[src/rtl/hack_control_unit.sv]
// Multi-cycle Hack sequencer: holds A/D/PC, fetches M, drives the ALU and resolves jumps.
// Optional end-of-program halt detection is enabled with `define HACK_HALT_DETECT_EN.
module hack_control_unit #(
   parameter int PC_WIDTH = 15
) (
   input  logic                clk,
   input  logic                reset,
   input  logic                instr_valid,
   input  logic [15:0]         instr,
   output logic                instr_ready,
   output logic [PC_WIDTH-1:0] pc,
   output logic                mem_re,
   input  logic                mem_rvalid,
   input  logic [15:0]         mem_rdata,
   output logic                mem_we,
   output logic [15:0]         mem_addr,
   output logic [15:0]         mem_wdata,
   output logic [15:0]         alu_x,
   output logic [15:0]         alu_y,
   output logic                alu_zx,
   output logic                alu_nx,
   output logic                alu_zy,
   output logic                alu_ny,
   output logic                alu_f,
   output logic                alu_no,
   input  logic [15:0]         alu_out,
   input  logic                alu_zr,
   input  logic                alu_ng,
   output logic                halted
);

   typedef enum logic [2:0] {
      S_FETCH,
      S_DECODE,
      S_MEMWAIT,
      S_EXEC
`ifdef HACK_HALT_DETECT_EN
      , S_HALT
`endif
   } state_t;

   state_t              r_state;
   logic [15:0]         r_instr;
   logic [15:0]         r_a;
   logic [15:0]         r_d;
   logic [15:0]         r_m;
   logic [PC_WIDTH-1:0] r_pc;
`ifdef HACK_HALT_DETECT_EN
   logic                r_halted;
`endif

   logic                w_jump;
   logic [PC_WIDTH-1:0] w_target;
   logic [PC_WIDTH-1:0] w_pc_inc;

   assign w_jump   = (r_instr[2] & alu_ng) | (r_instr[1] & alu_zr) |
                     (r_instr[0] & ~alu_ng & ~alu_zr);
   assign w_target = r_a[PC_WIDTH-1:0];
   assign w_pc_inc = r_pc + {{(PC_WIDTH-1){1'b0}}, 1'b1};

   // Handshake/strobes are gated by reset so nothing leaks out during the reset cycle.
   assign instr_ready = (r_state == S_FETCH) && !reset;
   assign mem_re      = (r_state == S_MEMWAIT) && !reset;
   assign mem_we      = (r_state == S_EXEC) && r_instr[3] && !reset;
   assign mem_addr    = r_a;
   assign mem_wdata   = alu_out;
   assign pc          = r_pc;

   assign alu_x  = r_d;
   assign alu_y  = r_instr[12] ? r_m : r_a;
   assign alu_zx = r_instr[11];
   assign alu_nx = r_instr[10];
   assign alu_zy = r_instr[9];
   assign alu_ny = r_instr[8];
   assign alu_f  = r_instr[7];
   assign alu_no = r_instr[6];

`ifdef HACK_HALT_DETECT_EN
   assign halted = r_halted;
`else
   assign halted = 1'b0;
`endif

   always_ff @(posedge clk) begin
      if (reset) begin
         r_state  <= S_FETCH;
         r_instr  <= '0;
         r_a      <= '0;
         r_d      <= '0;
         r_m      <= '0;
         r_pc     <= '0;
`ifdef HACK_HALT_DETECT_EN
         r_halted <= 1'b0;
`endif
      end else begin
         case (r_state)
            S_FETCH: begin
               if (instr_valid) begin
                  r_instr <= instr;
                  r_state <= S_DECODE;
               end
            end
            S_DECODE: begin
               if (!r_instr[15]) begin
                  r_a     <= r_instr;
                  r_pc    <= w_pc_inc;
                  r_state <= S_FETCH;
               end else if (r_instr[12]) begin
                  r_state <= S_MEMWAIT;
               end else begin
                  r_state <= S_EXEC;
               end
            end
            S_MEMWAIT: begin
               if (mem_rvalid) begin
                  r_m     <= mem_rdata;
                  r_state <= S_EXEC;
               end
            end
            S_EXEC: begin
               // Jump target and write address use A before its own update lands here.
               if (r_instr[5]) r_a <= alu_out;
               if (r_instr[4]) r_d <= alu_out;
               r_pc <= w_jump ? w_target : w_pc_inc;
`ifdef HACK_HALT_DETECT_EN
               if (w_jump && (w_target == r_pc)) begin
                  r_halted <= 1'b1;
                  r_state  <= S_HALT;
               end else begin
                  r_state  <= S_FETCH;
               end
`else
               r_state <= S_FETCH;
`endif
            end
`ifdef HACK_HALT_DETECT_EN
            S_HALT: r_state <= S_HALT;
`endif
            default: r_state <= S_FETCH;
         endcase
      end
   end

endmodule

[config.mk]
export PLATFORM = sky130hd
export DESIGN_NAME = hack_control_unit
export DESIGN_NICKNAME = d
export VERILOG_FILES = /design/src/rtl/hack_control_unit.sv
export SDC_FILE = /design/constraint.sdc
export NUM_CORES = 1
export LEC_CHECK = 0
export ABC_AREA = 1
export CAP_MARGIN = 20
export CORE_MARGIN = 1.5
export CORE_UTILIZATION = 40
export DETAILED_ROUTE_END_ITERATION = 12
export GPL_TIMING_DRIVEN = 0
export PLACE_DENSITY = 0.76
export RECOVER_POWER = 50
export SLEW_MARGIN = 20
export SYNTH_ARGS = -nofsm -noshare
export SYNTH_HDL_FRONTEND = slang
export SYNTH_SLANG_ARGS = --single-unit
[constraint.sdc]
create_clock -name clk -period 1.55 [get_ports clk]
set_input_delay 0.31 -clock clk [delete_from_list [all_inputs] [get_ports clk]]
set_output_delay 0.31 -clock clk [all_outputs]
set_load 0.01 [all_outputs]
==> key figures, run 1 <==
Layout
  • Area Growth Syn to Fin: 47.8%
  • Final #Nets: 781
  • Post-route core utilization: 61.7%
  • Finished Cell Area: 5780 um2
  • Multi-input logic area: 1920 um2
  • Share of layout cells above drive strength 1: approximately 18%
  • # diodes: 0
  • Sequential cell area: about 1600 um2
  • Filler cells: 900

Detailed routing
  • Final ANT Viol Nets: 0
  • Drt pass-1 iters: 5
  • Final WL: 13000 um
  • DRT iter0 DRCs: between 200 and 300
  • Vias/cell: 5.15
  • Routed via count: approximately 4400
  • DR WL/cell: 15.2 um
  • DR DRC count: 0

Critical path
  • Reg2Reg Setup Slack: 70 ps
  • Critical Path Slowest Stage Cell: dfxtp_4
  • CP Class: reg2out
  • Reg2reg end: alu_x[15]
  • Endpoint class of the critical path: output port
  • Critical Path AT: 1300 ps
  • CP max stage delay: approximately 450 ps
  • Required @ worst endpoint: between 1000 and 1500 ps
  • Worst setup SP type: register
  • Reg2reg start: r_state[1]
  • CP Cell Sequence: buf_4 > nor2_1 > a21oi_1 > buf_2
  • Worst r2r path cells: 6
  • Max FO, Critical Path: 7

Floorplanning
  • Core footprint: about 9400 um2
  • Die Area: 10400 um2
  • Die Wd: about 100 um
  • Starting density of the core: 41.7%
  • Die Height: 102 um
  • I/O Pins: between 100 and 150
  • FP Rows: 35

STA
  • Final setup viols: 5
  • Fin. Hold Viols: 0
  • Min Tclk post-route: 1610 ps
  • WHS: 288 ps
  • Slew Limit Fails: 0
  • RSZ-0062 raised after global routing: true
  • TNS Setup: -96.3 ps
  • Least-Margin Pin Slew: 570 ps
  • Worst Slack Setup Final: -56.6 ps
  • Maximum clock rate: 622 MHz
  • Clk_skew: 14.4 ps
  • Relative slew margins: 62.0%
  • Final period util: 104%

Logic synthesis
  • Yosys warnings: 0
  • EDFF count, synth: 0
  • Seq cells post-synth: 81
  • Seq/Total Area, Yosys: 41.5%
  • Cell Area, Synth: 3910 um2
  • Post-synthesis async set-or-reset flop share: 0%
  • Synth cell types: 29
  • Synth Flop Type: dfxtp_1
  • Count leader, synth: nand2_1
  • Synth area leaders: dfxtp_1, nand2_1, nand3_1
  • Yosys top cell area share: 41.5%
  • Synth top cells by count: nand2_1, dfxtp_1, nand3_1
  • Syn Nets: approximately 630
  • Area leader, netlist: dfxtp_1
  • Cells after Synth: 572
  • Average size of a mapped cell: about 6.8 um2

Clock network
  • CTS Root Cell: clkbuf_8
  • Clock transition at the registers of the reported paths: 80 ps
  • CTS tree: built
  • Num CTS Buffers: 9
  • Clk_lat worst skew: 360 ps
  • CTS sink count: 81
  • H-tree lvl count: 3
  • Clock Tree Buf Depth: 2
  • Hold buffers post-CTS: 0

Placement
  • Global placement routability congestion: between 0.9 and 1
  • DPL Wire Length: 9830 um
  • IO Port Bufs: between 100 and 150
  • Post-Place Cell Area: 5460 um2
  • Pre-CTS setup slack: -694 ps

Hold path
  • WHS Endpoint: alu_x[3]
  • Hold Startpoint: reset
  • Hold Path Cell Cnt: 2
  • Hold Path Class: in2reg

Pwr
  • Peak VDD IR: just under 0.0006 V
  • Power Density: 951 nW/um2
  • Static Leak: 2.54 nW

GRT
  • Largest net degree at the start of global routing: 18
  • GRT overflow: 0
  • Initial antenna violation count: 0
  • GRT Total Usage: 24.8%
  • First-pass GRT wire length: 19800 um
  • Vias in the first global route: 4079

Outcome
  • Failing checks: setup timing
  • Status: finished, violations left

Run
  • Max cap viols: 0
## critical path: cells and delay by family (launching register included)
kind / cells / cell delay, ps
compound gates: 1 / 140
buf+inv: 2 / 310
flops: 1 / 450
simple gates: 1 / 50
## cell families after synthesis
group | Yosys count | share of synthesized area (%)
simple gates | 274 | 29.8
compound gates | 121 | 15.9
buf+inv | 92 | 12.0
flops | 81 | 41.5
xor+xnor | 2 | 0.448
fa+ha+maj | 1 | 0.320
other cells | 1 | 0.0959
## registers in the layout (all words and copies together) (netlist names)
register	count
alu_x	16
r_m	16
pc	15
mem_addr	16
r_state	2
r_instr	16
## routing by layer
layer	wire length (um)	track usage, %	up-vias
li1	-	-	2161
met1	5430	32.0	2041
met2	6440	42.0	194
met3	821	3.42	36
met4	351	9.91	0
met5	0	0	-
## power by group
group | internal [mW] | total [mW] | switching, mW | leakage (nW)
logic | 0.591 | 1.34 | 0.752 | 1.76
clock network | 0.958 | 1.77 | 0.816 | 0.113
registers | 2.23 | 2.38 | 0.147 | 0.667
## stage by stage
stage	total power [mW]	std cells
global placement	3.70	840
global route	5.71	860
floorplan	3.02	572
finish	5.50	860
detailed placement	3.73	840
CTS	5.42	860
## layout by cell type, fill, tap and decap left out, types with 3 or more instances in the layout
| master | instances |
|---|---|
| nand4_1 | 3 |
| o21ai_1 | 19 |
| nor2_1 | 44 |
| nand3b_1 | 3 |
| inv_2 | 4 |
| clkbuf_8 | 10 |
| nand3_1 | 65 |
| dfxtp_2 | 12 |
| clkdlybuf4s50_1 | 48 |
| clkbuf_1 | 8 |
| dlygate4sd2_1 | 55 |
| clkbuf_2 | 4 |
| o21ai_0 | 30 |
| dfxtp_4 | 3 |
| nor2_4 | 3 |
| a21oi_1 | 57 |
| inv_1 | 36 |
| nand2_2 | 12 |
| o21ai_2 | 10 |
| buf_2 | 25 |
| buf_4 | 22 |
| clkdlybuf4s15_1 | 5 |
| nand2_1 | 134 |
| nor2_2 | 4 |
| buf_6 | 8 |
| dfxtp_1 | 66 |
| clkdlybuf4s25_1 | 12 |
## timing repair
| item | 4_1_cts | 5_1_grt |
|---|---|---|
| cloned | 0 | 2 |
| resized for setup | 200 | 51 |
| setup buffers | 6 | 0 |
| pin swaps | 3 | 3 |
| setup endpoints to repair | 83 | 61 |
## how the worst max path moves through the flow
stage | endpoint | from | cells after the start
after floorplan | mem_we | reset | 5
after global placement | instr_ready | reset | 4
after detailed placement | mem_re | reset | 4
after CTS | instr_ready | r_state[0] | 5
after global routing | mem_re | r_state[0] | 5
final | alu_y[15] | r_instr[12] | 4
## layout make-up
cell class,instances,area share [%]
multi-input cells,399,33.3
flip-flops and latches,81,28.5
repair buffers,147,22.8
plain buffers,46,5.91
inverters,42,2.81
well taps,129,2.79
clock buffers,10,2.38
clock inverters,6,1.56
Note: power is estimated with default switching activity, not from simulation.
==> run 2, diff against run 1 <==
- CORE_ASPECT_RATIO: not set -> 0.7
- DONT_BUFFER_PORTS: not set -> 1
- PLACE_DENSITY: 0.76 -> 0.57
- clock period: 1.55 -> 1.5 ns (I/O delays scaled with it)
==> run 2 against run 1 <==
Effect of this change:
- the run now ends clean
- global-route usage shrank 1.1 points
- hold slack lost 170 ps
- flip-flop and latch count is the same
- clock power grew 36%
- via count shrank 16%
- clock skew shrank 11 ps
- critical path depth shrank 2
- power grew 6.1%
- largest power group unchanged
- highest routed layer is now met5
==> key figures, run 2 (synthesis results as in run 1) <==
Outcome
  • Status: finished clean

Pwr
  • Peak VDD IR: 0.000563 V (-4.8%)
  • Logic pwr share: 15.4% (-9.0 points)
  • Pint: 4.14 mW (+9.5%)
  • Switch share: 29.0% (-2.2 points)
  • Sequential share of power: 43.3% (about the same)
  • Power Density: 1300 nW/um2 (+37%)
  • Static Leak: 1.74 nW (-31%)
  • Net switching power: 1.69 mW (-1.4%)
  • Clock network power share: 41.4% (+9.1 points)

GRT
  • GRT overflow: 0 (unchanged)
  • GR Util met2: 32.8% (-9.2 points)
  • Met1 Use GR: 34.0% (+2.0 points)
  • Largest net degree at the start of global routing: 18 (unchanged)
  • Vias in the first global route: 3385 (-17%)
  • Most Crowded Layer GR: met1
  • GRT Total Usage: 23.7% (-1.1 points)
  • M3 GR Usage: 9.44% (+6.0 points)
  • Initial antenna violation count: 1 (+1)
  • First-pass GRT wire length: 18700 um (-5.5%)

Layout
  • Post-route core utilization: 48.2% (-13 points)
  • Commonest cells after routing, fill and taps aside: nand2_1, dfxtp_1, nand3_1
  • Final #Nets: 636 (-19%)
  • Share of layout cells above drive strength 1: 14.2% (-4.3 points)
  • Most common cell after layout, fill and taps aside: nand2_1
  • Finished Cell Area: 4480 um2 (-23%)
  • Area Growth Syn to Fin: 14.5%
  • # diodes: 0 (unchanged)

Placement
  • DPL Wire Length: 9300 um (-5.3%)
  • Global placement routability congestion: 0.877 (-3.1%)
  • Post-Place Cell Area: 4070 um2 (-26%)
  • IO Port Bufs: 0 (-100%)

Detailed routing
  • Routed via count: 3730 (-16%)
  • Final ANT Viol Nets: 0 (unchanged)
  • Drt pass-1 iters: 5 (unchanged)
  • Final WL: 12100 um (-7.1%)
  • DRT iter0 DRCs: 250 (-7.1%)
  • DR DRC count: 0 (unchanged)
  • DR WL/cell: 17.1 um (+13%)
  • Vias/cell: 5.25 (+1.9%)

STA
  • Fin. Hold Viols: 0 (unchanged)
  • Maximum clock rate: just under 700 MHz
  • RSZ-0062 raised after global routing: true
  • Least-Margin Pin Slew: 546 ps (-24.1 ps)
  • Slew Limit Fails: 0 (unchanged)
  • Final setup viols: 0 (-5)
  • Min Tclk post-route: approximately 1500 ps
  • Clk_skew: 3.84 ps (-10.6 ps)
  • Final period util: 97.1%
  • Relative slew margins: 63.6% (+1.6 points)

Critical path
  • Endpoint class of the critical path: output port
  • Critical Path Slowest Stage Cell: dfxtp_4
  • Worst setup SP type: register
  • Worst path depth: 2 (-2)
  • Critical Path AT: 1160 ps (-140 ps)
  • CP Class: reg2out
  • Required @ worst endpoint: 1200 ps (-40 ps)
  • Max FO, Critical Path: 10 (+3)
  • Buf/Inv on CP: 1 (-1)
  • Worst r2r path cells: 8 (+2)
  • CP max stage delay: 380 ps (-70 ps)
  • CP Cell Sequence: buf_4 > o21ai_2
  • Delay-heaviest family, CP: flip-flops

Floorplanning
  • I/O Pins: 143 (unchanged)
  • Die Area: 10400 um2 (about the same)
  • Starting density of the core: 42.1% (+0.37 points)
  • Die Wd: 121 um (+19%)
  • Core footprint: 9290 um2 (-0.88%)
  • FP Rows: 29 (-17%)
  • Die Height: 85.7 um (-16%)

Clock network
  • Clock transition at the registers of the reported paths: 60 ps (-20 ps)
  • H-tree lvl count: 3 (unchanged)
  • CTS Root Cell: clkbuf_16
  • CTS sink count: 81 (unchanged)
  • Num CTS Buffers: 9 (unchanged)
  • Clk_lat worst skew: 340 ps (-20 ps)
  • Clock Tree Buf Depth: 2 (unchanged)
  • CTS tree: built

Run
  • Max cap viols: 0 (unchanged)

Hold path
  • Hold Path Cell Cnt: 2 (unchanged)
  • Hold Path Class: in2reg
-- run 2: changes by cell type in the layout (fill, tap and decap cells not counted), moves of 6 or more --
cell,previous run,this run
clkdlybuf4s25_1,12,0
dfxtp_2,12,5
buf_2,25,5
o21ai_1,19,13
clkbuf_16,2,9
clkbuf_8,10,3
nand2_2,12,5
clkbuf_1,8,26
dlygate4sd2_1,55,0
clkdlybuf4s50_1,48,0
buf_4,22,5
nand2_1,134,141
-- run 2: area by class of cell --
class                           instances  area (um2)
Timing Repair Buffer                    1        7.51
Clock buffer                           14         264
Buffer                                 47         264
Fill cell                            1015        4810
Multi-Input combinational cell        399        1920
Tap cell                              124         155
Sequential cell                        81        1650
Inverter                               42         163
Clock inverter                          2        60.1
-- run 2: stage by stage --
stage	worst slack [ps]	total power [mW]	hold slack [ps]	TNS, ps	std cells
finish	44.0	5.83	121	0	710
global route	-10.1	6.09	108	-28.9	710
CTS	2.27	5.86	110	0	711
detailed placement	-265	3.39	455	-3600	696
global placement	-239	3.37	448	-2090	696
floorplan	121	3.13	430	0	572
-- run 2: repair_timing --
action / in CTS / in global routing
endpoints found under the setup margin: 29 / 50
buffers inserted: 1 / 0
resized for setup: 49 / 30
hold buffers: 0 / 0
pin swaps: 1 / 1
-- run 2: worst paths after layout --
path | from | endpoint | slack, ps
setup / recovery | r_instr[12] | alu_y[1] | 40
hold / removal | alu_out[9] | alu_x[9] | 120
setup reg to reg | r_state[1] | mem_addr[7] | 50
hold reg to reg | r_m[2] | r_m[2] | 460
-- run 2: power groups by stage --
stage	clock, mW	combinational (mW)	sequential, mW
global route	2.56	0.994	2.54
finish	2.41	0.896	2.52
detailed placement	0	0.845	2.54
floorplan	0	0.641	2.48
CTS	2.46	0.893	2.51
global placement	0	0.830	2.54
-- run 2: metal layers --
| layer | share of wire, % | vias to the layer above |
|---|---|---|
| met5 | 0.099 | - |
| met4 | 1.5 | 2 |
| met3 | 7.5 | 17 |
| met2 | 42 | 123 |
| met1 | 49 | 1720 |
| li1 | - | 1868 |
==> run 3, diff against run 2 <==
- PLACE_DENSITY: 0.57 -> 0.59
- clock period: 1.5 -> 1.31 ns (I/O delays scaled with it)
==> run 3 against run 2 <==
Effect of this change:
- the run now ends with setup timing left
- flip-flop and latch count unchanged
- largest power group unchanged
- critical path type unchanged
- global-route usage up 0.92 points
- core utilization grew 7.4 points
- critical path depth unchanged
==> key figures, run 3 (synthesis results as in run 1) <==
Outcome
  • Status: finished, violations left
  • Failing checks: setup timing

Floorplanning
  • Die Height: 85.7 um (unchanged)
  • I/O Pins: 143 (unchanged)
  • Die Area: 10400 um2 (unchanged)
  • Starting density of the core: 42.1% (unchanged)
  • Core footprint: 9290 um2 (unchanged)
  • Die Wd: 121 um (unchanged)
  • FP Rows: 29 (unchanged)

Critical path
  • Critical Path Slowest Stage Cell: dfxtp_1
  • Buf/Inv on CP: 1 (unchanged)
  • Max FO, Critical Path: 3 (-7)
  • Reg2Reg Setup Slack: 0 ps (-50 ps)
  • Endpoint class of the critical path: output port
  • CP max stage delay: 420 ps (+40 ps)
  • Worst setup SP type: register
  • Delay-heaviest family, CP: flip-flops
  • CP Class: reg2out
  • CP Cell Sequence: inv_1 > o21ai_4
  • Critical Path AT: 1140 ps (-20 ps)
  • Required @ worst endpoint: 1050 ps (-150 ps)

Layout
  • Multi-input logic area: 2310 um2 (+20%)
  • Final #Nets: 659 (+3.6%)
  • Share of layout cells above drive strength 1: 26.3% (+12 points)
  • Filler cells: 934 (-8.0%)
  • # diodes: 0 (unchanged)
  • Finished Cell Area: 5160 um2 (+15%)
  • Most common cell after layout, fill and taps aside: nand2_1
  • Area Growth Syn to Fin: 32.0%
  • Post-Layout Cell Count: 733 (+3.2%)
  • Sequential cell area: 1670 um2 (+1.1%)
  • Commonest cells after routing, fill and taps aside: nand2_1, nand3_1, dfxtp_1

Clock network
  • Hold buffers post-CTS: 0 (unchanged)
  • CTS sink count: 81 (unchanged)
  • Clock Tree Buf Depth: 2 (unchanged)
  • Num CTS Buffers: 9 (unchanged)
  • H-tree lvl count: 3 (unchanged)
  • CTS tree: built
  • CTS Root Cell: clkbuf_16
  • Clk_lat worst skew: 340 ps (about the same)
  • Clock transition at the registers of the reported paths: 60 ps (about the same)

Detailed routing
  • Routed via count: 3951 (+5.9%)
  • Vias/cell: 5.39 (+2.6%)
  • Final WL: 13400 um (+10%)
  • Drt pass-1 iters: 5 (unchanged)
  • DR DRC count: 0 (unchanged)
  • Final ANT Viol Nets: 0 (unchanged)
  • DRT iter0 DRCs: 400 (+60%)
  • DR WL/cell: 18.2 um (+6.9%)

STA
  • Slew Limit Fails: 0 (unchanged)
  • Fin. Hold Viols: 0 (unchanged)
  • Clk_skew: 6.32 ps (+2.48 ps)
  • Least-Margin Pin Slew: 650 ps (+104 ps)
  • Relative slew margins: 56.6% (-7.0 points)
  • Maximum clock rate: ~720 MHz
  • Min Tclk post-route: 1400 ps
  • RSZ-0062 raised after global routing: true
  • Worst Slack Setup Final: -87.5 ps (-132 ps)
  • Final period util: 107%
  • Final setup viols: 19 (+19)

Placement
  • Post-placement cell count: 696 (unchanged)
  • Global placement routability congestion: 0.875 (-0.18%)
  • IO Port Bufs: 0 (unchanged)
  • DPL Wire Length: 9330 um (+0.27%)
  • Post-Place Cell Area: 4070 um2 (+0.12%)

GRT
  • Vias in the first global route: 3565 (+5.3%)
  • GRT Total Usage: 24.6% (+0.92 points)
  • First-pass GRT wire length: 19300 um (+3.1%)
  • Largest net degree at the start of global routing: 17 (-1)
  • Initial antenna violation count: 1 (unchanged)
  • GRT overflow: 0 (unchanged)

Pwr
  • Static Leak: 2.08 nW (+19%)
  • Peak VDD IR: 0.00104 V (+85%)
  • Power Density: 1350 nW/um2 (+4.0%)

Hold path
  • Hold Path Class: in2reg

Run
  • Max cap viols: 0 (unchanged)
## run 3: cell types whose count changed in the layout (fill, tap and decap cells not counted), moves of 9 or more
cell / before / now
o21ai_4: 1 / 19
nand2_4: 3 / 14
buf_4: 5 / 20
buf_6: 5 / 15
nand2_1: 141 / 122
o21ai_0: 32 / 23
## run 3: final timing paths
| check | from | endpoint | cells past startpoint |
|---|---|---|---|
| setup / recovery | mem_addr[3] | alu_y[3] | 2 |
| hold / removal | mem_rdata[13] | r_m[13] | 2 |
| setup reg to reg | r_state[1] | mem_addr[6] | 6 |
| hold reg to reg | r_m[2] | r_m[2] | 2 |
## run 3: cell type report
cell class | instances | share of cell area (%)
Inverter | 42 | 3.49
Tap cell | 124 | 3.00
Timing Repair Buffer | 24 | 4.46
Sequential cell | 81 | 32.3
Multi-Input combinational cell | 399 | 44.7
Clock inverter | 5 | 1.07
Clock buffer | 11 | 4.70
Buffer | 47 | 6.37
## run 3: per-layer routing
layer	vias up	share of wire (%)	global-route usage, %
li1	1912	-	-
met1	1835	45	34.1
met2	178	44	35.2
met3	24	9.5	9.44
met4	2	2.0	8.02
met5	-	0.090	0
## run 3: timing repair
item,in CTS,in global routing
pin swaps,19,18
resized for setup,157,74
cloned,4,2
buffers inserted,10,9
setup endpoints to repair,82,80
## run 3: per-stage QoR
stage | power, mW | util (%) | hold WS, ps | worst slack (ps) | TNS [ps]
4_1_cts | 6.79 | 53.1 | 80.5 | -80.6 | -812
5_1_grt | 7.27 | 55.6 | 74.1 | -108 | -2110
6_report | 6.99 | 55.6 | 83.7 | -87.5 | -1040
2_1_floorplan | 3.58 | - | 426 | 25.9 | 0
3_5_place_dp | 3.88 | 43.8 | 433 | -395 | -14830
3_3_place_gp | 3.86 | 43.8 | 430 | -386 | -14110
## run 3: where the power goes
group	total [mW]	switching, mW	internal (mW)
Combinational	1.52	0.923	0.593
Sequential	2.93	0.287	2.64
Clock	2.54	1.02	1.52
Total	6.99	2.23	4.76
## run 3: worst register-to-register path, stage by stage (launching register included)
cell	delay (ps)
dfxtp_4	420
inv_6	60
buf_4	150
o21ai_4	220
buf_6	170
o21ai_1	70
a21oi_1	150
